## src/rtl/chunked_subtractor.sv

```systemverilog
// ============================================================================
//  Module      : chunked_subtractor
//  Description : Multi-cycle subtractor, diff = x - y - bin, CHUNK bits per
//                cycle LSB first, with borrow-out and signed overflow flags.
//                Optional signed saturation under macro FS_SAT_EN.
//  Revision    : 1.0 - initial release
// ============================================================================
`default_nettype none

module chunked_subtractor #(
    parameter int WIDTH = 16,
    parameter int CHUNK = 4
) (
    input  logic             clk,
    input  logic             rst,
    input  logic             in_valid,
    output logic             in_ready,
    input  logic [WIDTH-1:0] x,
    input  logic [WIDTH-1:0] y,
    input  logic             bin,
    output logic             out_valid,
    input  logic             out_ready,
    output logic [WIDTH-1:0] diff,
    output logic             bout,
    output logic             ovf
);

    localparam int C_NCHUNK = WIDTH / CHUNK;
    localparam int C_CW     = (C_NCHUNK > 1) ? $clog2(C_NCHUNK) : 1;

    localparam logic [1:0] C_S_IDLE = 2'd0;
    localparam logic [1:0] C_S_BUSY = 2'd1;
    localparam logic [1:0] C_S_DONE = 2'd2;

    logic [1:0]       r_state;
    logic [C_CW-1:0]  r_cnt;
    logic             r_borrow;
    logic [WIDTH-1:0] r_x;
    logic [WIDTH-1:0] r_y;
    logic [WIDTH-1:0] r_diff;
    logic             r_bout;
    logic             r_ovf;

    logic [31:0]      w_lsb;
    logic [CHUNK-1:0] w_xc;
    logic [CHUNK-1:0] w_yc;
    logic [CHUNK:0]   w_sub;
    logic [WIDTH-1:0] w_diff_next;
    logic             w_last;
    logic             w_ovf;

    always_comb begin
        w_lsb       = CHUNK * 32'(r_cnt);
        w_xc        = r_x[w_lsb +: CHUNK];
        w_yc        = r_y[w_lsb +: CHUNK];
        w_sub       = {1'b0, w_xc} - {1'b0, w_yc} - {{CHUNK{1'b0}}, r_borrow};
        w_diff_next = r_diff;
        w_diff_next[w_lsb +: CHUNK] = w_sub[CHUNK-1:0];
    end

    assign w_last = (r_cnt == C_CW'(C_NCHUNK - 1));
    // Sign-based overflow test; identical to borrow-into-MSB XOR borrow-out-of-MSB.
    assign w_ovf  = (r_x[WIDTH-1] ^ r_y[WIDTH-1]) & (r_x[WIDTH-1] ^ w_diff_next[WIDTH-1]);

    always_ff @(posedge clk) begin
        if (rst) begin
            r_state  <= C_S_IDLE;
            r_cnt    <= '0;
            r_borrow <= 1'b0;
            r_x      <= '0;
            r_y      <= '0;
            r_diff   <= '0;
            r_bout   <= 1'b0;
            r_ovf    <= 1'b0;
        end else begin
            case (r_state)
                C_S_IDLE: begin
                    if (in_valid) begin
                        r_x      <= x;
                        r_y      <= y;
                        r_borrow <= bin;
                        r_cnt    <= '0;
                        r_state  <= C_S_BUSY;
                    end
                end
                C_S_BUSY: begin
                    r_diff   <= w_diff_next;
                    r_borrow <= w_sub[CHUNK];
                    r_cnt    <= r_cnt + 1'b1;
                    if (w_last) begin
                        r_cnt   <= '0;
                        r_bout  <= w_sub[CHUNK];
                        r_ovf   <= w_ovf;
                        r_state <= C_S_DONE;
`ifdef FS_SAT_EN
                        if (w_ovf) begin
                            r_diff <= r_x[WIDTH-1] ? {1'b1, {(WIDTH-1){1'b0}}}
                                                   : {1'b0, {(WIDTH-1){1'b1}}};
                        end
`else
`endif
                    end
                end
                C_S_DONE: begin
                    if (out_ready) begin
                        r_state <= C_S_IDLE;
                    end
                end
                default: r_state <= C_S_IDLE;
            endcase
        end
    end

    assign in_ready  = (r_state == C_S_IDLE);
    assign out_valid = (r_state == C_S_DONE);
    assign diff      = r_diff;
    assign bout      = r_bout;
    assign ovf       = r_ovf;

endmodule

`default_nettype wire

```

## config.mk

```make
export PLATFORM = sky130hd
export DESIGN_NAME = chunked_subtractor
export DESIGN_NICKNAME = d
export VERILOG_FILES = /design/src/rtl/chunked_subtractor.sv
export SDC_FILE = /design/constraint.sdc
export NUM_CORES = 1
export LEC_CHECK = 0
export ABC_AREA = 1
export BUFFER_PORTS_ARGS = -buffer_cell sky130_fd_sc_hd__buf_2
export CAP_MARGIN = 10
export CORE_UTILIZATION = 53
export DETAILED_ROUTE_END_ITERATION = 6
export PLACE_DENSITY = 0.8
export REMOVE_ABC_BUFFERS = 1
export SYNTH_ARGS = -nofsm -noshare
export SYNTH_HDL_FRONTEND = slang
export SYNTH_SLANG_ARGS = --single-unit
```

## constraint.sdc

```tcl
create_clock -name clk -period 3.5 [get_ports clk]
set_input_delay 0.35 -clock clk [delete_from_list [all_inputs] [get_ports clk]]
set_output_delay 0.35 -clock clk [all_outputs]
set_load 0.05 [all_outputs]
```

==> flow_summary.ini, run 1 <==
[detailed_routing]
ant_nets = 0
drt_iter0_markers = 111
first_pass_iters = 4
drt_wl_total_mm = 5.11
avgViaCountPerCell = 5.12
drc = 0
vias = 2287
avgRoutedWirePerCell_um = 11.4

[sta]
fin_worst_skew_ns = 0.00807
fin_crit_ns = 2.73
tns_ns = 0
worst_pin_slew_ns = 0.785
hold_violations = 0
slew_headroom_pct = 47.6
rsz0062_at_grt = false
max_clock_freq_ghz = 0.367
holdWs_ns = 0.285
finalSetupViolations = 0
finalCritPeriodShare_pct = 77.9
drv_slew = 0

[synth]
synth_cells = 345
ys_seq_area_share_pct = 43.1
post-synth-top-count-cell = nor2_1
yosysTopAreaCellShare_pct = 43.1
syn_area_per_cell_sq_um = 7.40
yosys.cell_types.count = 29
synth_edf_count = 0
synthFlopType = dfxtp_1
synth_common_cells = nor2_1, dfxtp_1, nand2_1, o21ai_0, inv_1
ys.warnings.count = 0
synth.largest_area_cell = dfxtp_1
syn_area_sq_mm = 0.00255
synthTopCellsByArea = dfxtp_1, nor2_1, o21ai_0
ys_seq_elements = 55
synth-async-reset-ratio_pct = 0

[worst_setup_path]
crit_type = reg -> reg
worstPathRequired_ns = 3.74
path_max_fanout = 25
crit_path_end_kind = register
crit_path_start_kind = register
arrival_ns = 2.97

[place]
placed_cell_area_sq_mm = 0.00284
portBuffers = 56
dp_hpwl_mm = 3.67
globalplace.congestion = 0.798

[min_path]
hp-class = in -> reg

[cells_and_area]
fillers = 428
final-seq-area_sq_mm = 0.00110
finalInstanceArea_sq_mm = 0.00296
drive_above_1_share_pct = 20.5
multiInputGateArea_sq_mm = 0.00129
antenna_cells = 0
fin_nets = 443
synthToLayoutAreaGrowth_pct = 15.9

[clock_tree]
cts_tree = yes
cts_buffer_depth = 2
cts-htree-levels = 2
cts_setup_buffers = 0
clock_latency_ns = 0.31
ctsResizeCount = 0
clockRootBuffer = clkbuf_8
cts_buffers = 5
clkSlewWorstSetupHoldPaths_ns = 0.10
hold_buffers = 0
cts_sinks = 55

[outcome]
status = finished clean

[global_route]
antenna_found_initial = 0
grt_pass1_wl_mm = 9.02
overflow = 0
grt_max_degree = 37
grt_pass1_vias = 2045
track_usage_pct = 22.3

[job]
drv_cap = 0

[power]
seqPwrFrac_pct = 47.7
p_clk_share_pct = 29.7
p_leak_uw = 0.00135
combPwrFrac_pct = 22.5
powerDensity_mw_per_mm2 = 487
peakVddDrop_uv = 285
swShare_pct = 29.6
power.internal_uw = 1010
power_switching_uw = 426

[floorplan]
num_rows = 24
core_sq_mm = 0.00450
die_y_um = 71.4
die_x_um = 71.4
pin_count = 57
die_area_sq_mm = 0.00510
initial_utilization_pct = 56.7
stage by stage:
stage               total power (uW)  worst slack (ns)  util [%]  std cells
finish                          1440             0.773      65.7        447
global route                    1530             0.422      65.7        447
CTS                             1450             0.773      65.7        447
detailed placement              1030             0.816      63.1        439
global placement                1020             0.907      63.1        439
floorplan                        939             0.612         -        329
power groups by stage:
| stage | Sequential, uW | Combinational, uW | Clock, uW |
|---|---|---|---|
| 2_1_floorplan | 717 | 222 | 0 |
| 3_3_place_gp | 701 | 319 | 0 |
| 3_5_place_dp | 703 | 324 | 0 |
| 4_1_cts | 688 | 326 | 437 |
| 5_1_grt | 694 | 376 | 459 |
| 6_report | 688 | 324 | 428 |
flip-flops by register name (all words and copies together), names as in the netlist:
signal / count
bout: 1
r_y: 16
diff: 16
r_borrow: 1
r_cnt: 2
r_state: 2
r_x: 16
ovf: 1
kinds of logic after synthesis:
family	count (synthesis)	share of synthesized area [%]
simple gates	159	26.6
compound gates	78	17.0
flops	55	43.1
buf+inv	39	6.17
fa+ha+maj	12	6.47
xor+xnor	2	0.686
final timing paths:
| kind | start | slack, ns | cells past startpoint | to |
|---|---|---|---|---|
| min | out_ready | 0.28 | 4 | r_state[1]$_SDFFE_PP0P_ |
| max reg2reg | r_cnt[0]$_SDFFE_PP0P_ | 0.77 | 12 | r_borrow$_SDFFE_PP0P_ |
| min reg2reg | diff[10]$_SDFFE_PP0P_ | 0.47 | 2 | diff[10]$_SDFFE_PP0P_ |
| max | r_cnt[0]$_SDFFE_PP0P_ | 0.77 | 12 | r_borrow$_SDFFE_PP0P_ |
critical path: stages (launching register included):
cell and delay (ns):
dfxtp_1 0.33, inv_1 0.55, o21ai_0 0.16, o22ai_1 0.22, fa_1 0.21, inv_1 0.07, fa_1 0.42, nor2_1 0.13
nor2_1 0.05, nor2_1 0.10, xor2_1 0.19, o21ai_0 0.10, a21oi_1 0.14
layout by cell type (no fill, tap or decap), types with 6 or more instances in the layout:
master,count
buf_2,56
nand2_1,46
nand2_2,6
dfxtp_1,55
nand3_1,6
inv_1,21
ha_1,10
nor2_1,91
o21ai_0,43
clkbuf_8,6
a21oi_1,20
routing by layer:
layer,wire [um],share of wire [%],vias to the layer above,global-route usage (%)
met5,0,0,-,0
met2,2380,47,58,39.0
met1,2500,49,1012,28.4
li1,-,-,1213,-
met4,42,0.82,0,5.33
met3,190,3.7,4,4.22
cell type report:
type                    instances  area share, %
clock buffers                   6           2.79
clock inverters                 2           1.18
inverters                      23           2.92
multi-input cells             251           43.7
flip-flops and latches         55           37.2
well taps                      52           2.20
repair buffers                 58           9.97
Note: power is estimated with default switching activity, not from simulation.
==> run 2: changes to the inputs <==
- CORE_UTILIZATION: 53 -> 48
- PLACE_DENSITY: 0.8 -> 0.77
- clock period: 3.5 -> 2.2 ns (I/O delays scaled with it)
==> flow_summary.ini, run 2 (synthesis results as in run 1) <==
[clock_tree]
clkSlewWorstSetupHoldPaths_ns = 0.09
cts_buffer_depth = 2
cts_buffers = 5
cts-htree-levels = 2
clockRootBuffer = clkbuf_8
cts_sinks = 55
clock_latency_ns = 0.30
cts_tree = yes
hold_buffers = 0

[sta]
worst_pin_slew_ns = 0.833
drv_slew = 0
fin_worst_skew_ns = 0.00307
finalCritPeriodShare_pct = 101
slew_headroom_pct = 44.4
finalSetupViolations = 1
fin_ws_ns = -0.0183
max_clock_freq_ghz = 0.451
tns_ns = -0.0183
rsz0062_at_grt = true
fin_crit_ns = 2.22
hold_violations = 0

[place]
portBuffers = 56
globalplace.congestion = 0.889
dp_hpwl_mm = 4.00

[global_route]
overflow = 0
track_usage_pct = 21.4
grt_pass1_wl_mm = 9.14
grt_max_degree = 37
antenna_found_initial = 0
grt_pass1_vias = 2095

[power]
p_leak_uw = 0.00142
seqPwrFrac_pct = 46.6
power_switching_uw = 763
peakVddDrop_uv = 387
powerDensity_mw_per_mm2 = 743
swShare_pct = 32.3
p_clk_share_pct = 23.6
power.internal_uw = 1600
combPwrFrac_pct = 29.8
power_uw = 2360

[min_path]
hp-class = in -> reg
holdPathStages = 3
min-delay-start = y[8]
whs_endpoint = r_y[8]$_SDFFE_PP0P_

[detailed_routing]
vias = 2438
avgRoutedWirePerCell_um = 12.1
ant_nets = 0
drc = 0
drt_wl_total_mm = 5.77
first_pass_iters = 4
drt_iter0_markers = 193
avgViaCountPerCell = 5.11

[floorplan]
core_sq_mm = 0.00511
die_x_um = 74.9
pin_count = 57
die_area_sq_mm = 0.00562
num_rows = 26
initial_utilization_pct = 50.0
die_y_um = 74.9

[worst_setup_path]
reg2reg_from = r_cnt[0]$_SDFFE_PP0P_
path_max_fanout = 6
reg2reg_to = bout$_SDFFE_PP0P_
ff2ff_path_depth = 13
worstPathRequired_ns = 2.40
crit_type = reg -> reg
crit_path_end_kind = register
rrSetupSlack_ns = -0.02
arrival_ns = 2.42
crit_path_start_kind = register

[cells_and_area]
antenna_cells = 0
fillers = 467
layout_common_cells = nor2_1, buf_2, dfxtp_1
fin_nets = 456
synthToLayoutAreaGrowth_pct = 24.5
drive_above_1_share_pct = 28.5
final_common_cell = nor2_1

[job]
drv_cap = 0

[outcome]
status = finished, violations left
violations = negative setup slack
==> run 2: power groups by stage <==
stage / Clock, uW / Combinational, uW / Sequential, uW
5_1_grt: 616 / 770 / 1110
4_1_cts: 570 / 583 / 1100
2_1_floorplan: 0 / 353 / 1140
6_report: 558 / 704 / 1100
3_5_place_dp: 0 / 551 / 1120
3_3_place_gp: 0 / 540 / 1120
==> run 2: critical path: stages (launching register included) <==
cell and delay, ns:
dfxtp_4 0.39, inv_6 0.09, nand2_1 0.06, a32o_2 0.25, fa_2 0.38, inv_4 0.08, fa_2 0.21, nor2_2 0.05
nor2_2 0.08, nor2_1 0.06, xor2_1 0.17, buf_4 0.14, o21bai_1 0.11, inv_1 0.05
==> run 2: worst max path at each step <==
| stage | slack, ns | end | cells past startpoint | startpoint |
|---|---|---|---|---|
| floorplan | -0.69 | ovf$_SDFFE_PP0P_ | 14 | r_cnt[0]$_SDFFE_PP0P_ |
| global placement | -0.05 | r_borrow$_SDFFE_PP0P_ | 11 | r_cnt[0]$_SDFFE_PP0P_ |
| detailed placement | -0.11 | r_borrow$_SDFFE_PP0P_ | 13 | r_cnt[0]$_SDFFE_PP0P_ |
| CTS | 0.01 | bout$_SDFFE_PP0P_ | 14 | r_cnt[0]$_SDFFE_PP0P_ |
| global route | -0.12 | bout$_SDFFE_PP0P_ | 13 | r_cnt[0]$_SDFFE_PP0P_ |
| finish | -0.02 | bout$_SDFFE_PP0P_ | 13 | r_cnt[0]$_SDFFE_PP0P_ |
==> run 2: area by class of cell <==
class                           count  area [sq um]  share of cell area, %
Timing Repair Buffer               71           412                   12.9
Multi-Input combinational cell    251          1390                   43.6
Clock buffer                        6          82.6                   2.60
Clock inverter                      1          5.00                  0.157
Sequential cell                    55          1110                   34.8
Tap cell                           70          87.6                   2.75
Inverter                           23          98.8                   3.11
==> run 2: repair_timing <==
item                       in CTS  in global routing
setup buffers                   1                  1
gates resized for setup        14                 28
setup endpoints to repair       9                  9
pin swaps                       3                  7
==> run 2: through the flow <==
step	util [%]	area, sq um	setup slack (ns)	instances	hold slack, ns
after global placement	57.7	2950	-0.0529	468	0.451
after global routing	62.2	3180	-0.120	477	0.178
final	62.2	3180	-0.0183	477	0.160
after detailed placement	57.7	2950	-0.112	468	0.454
after CTS	60.1	3070	0.0116	476	0.155
after floorplan	-	2480	-0.688	329	0.282
==> run 2: layer usage <==
layer	vias to the layer above	GRT usage, %	part of all wire, %
met2	72	36.8	47
met4	0	5.66	1.8
met3	8	4.15	4.2
met1	1110	27.6	47
met5	-	0	0
li1	1248	-	-
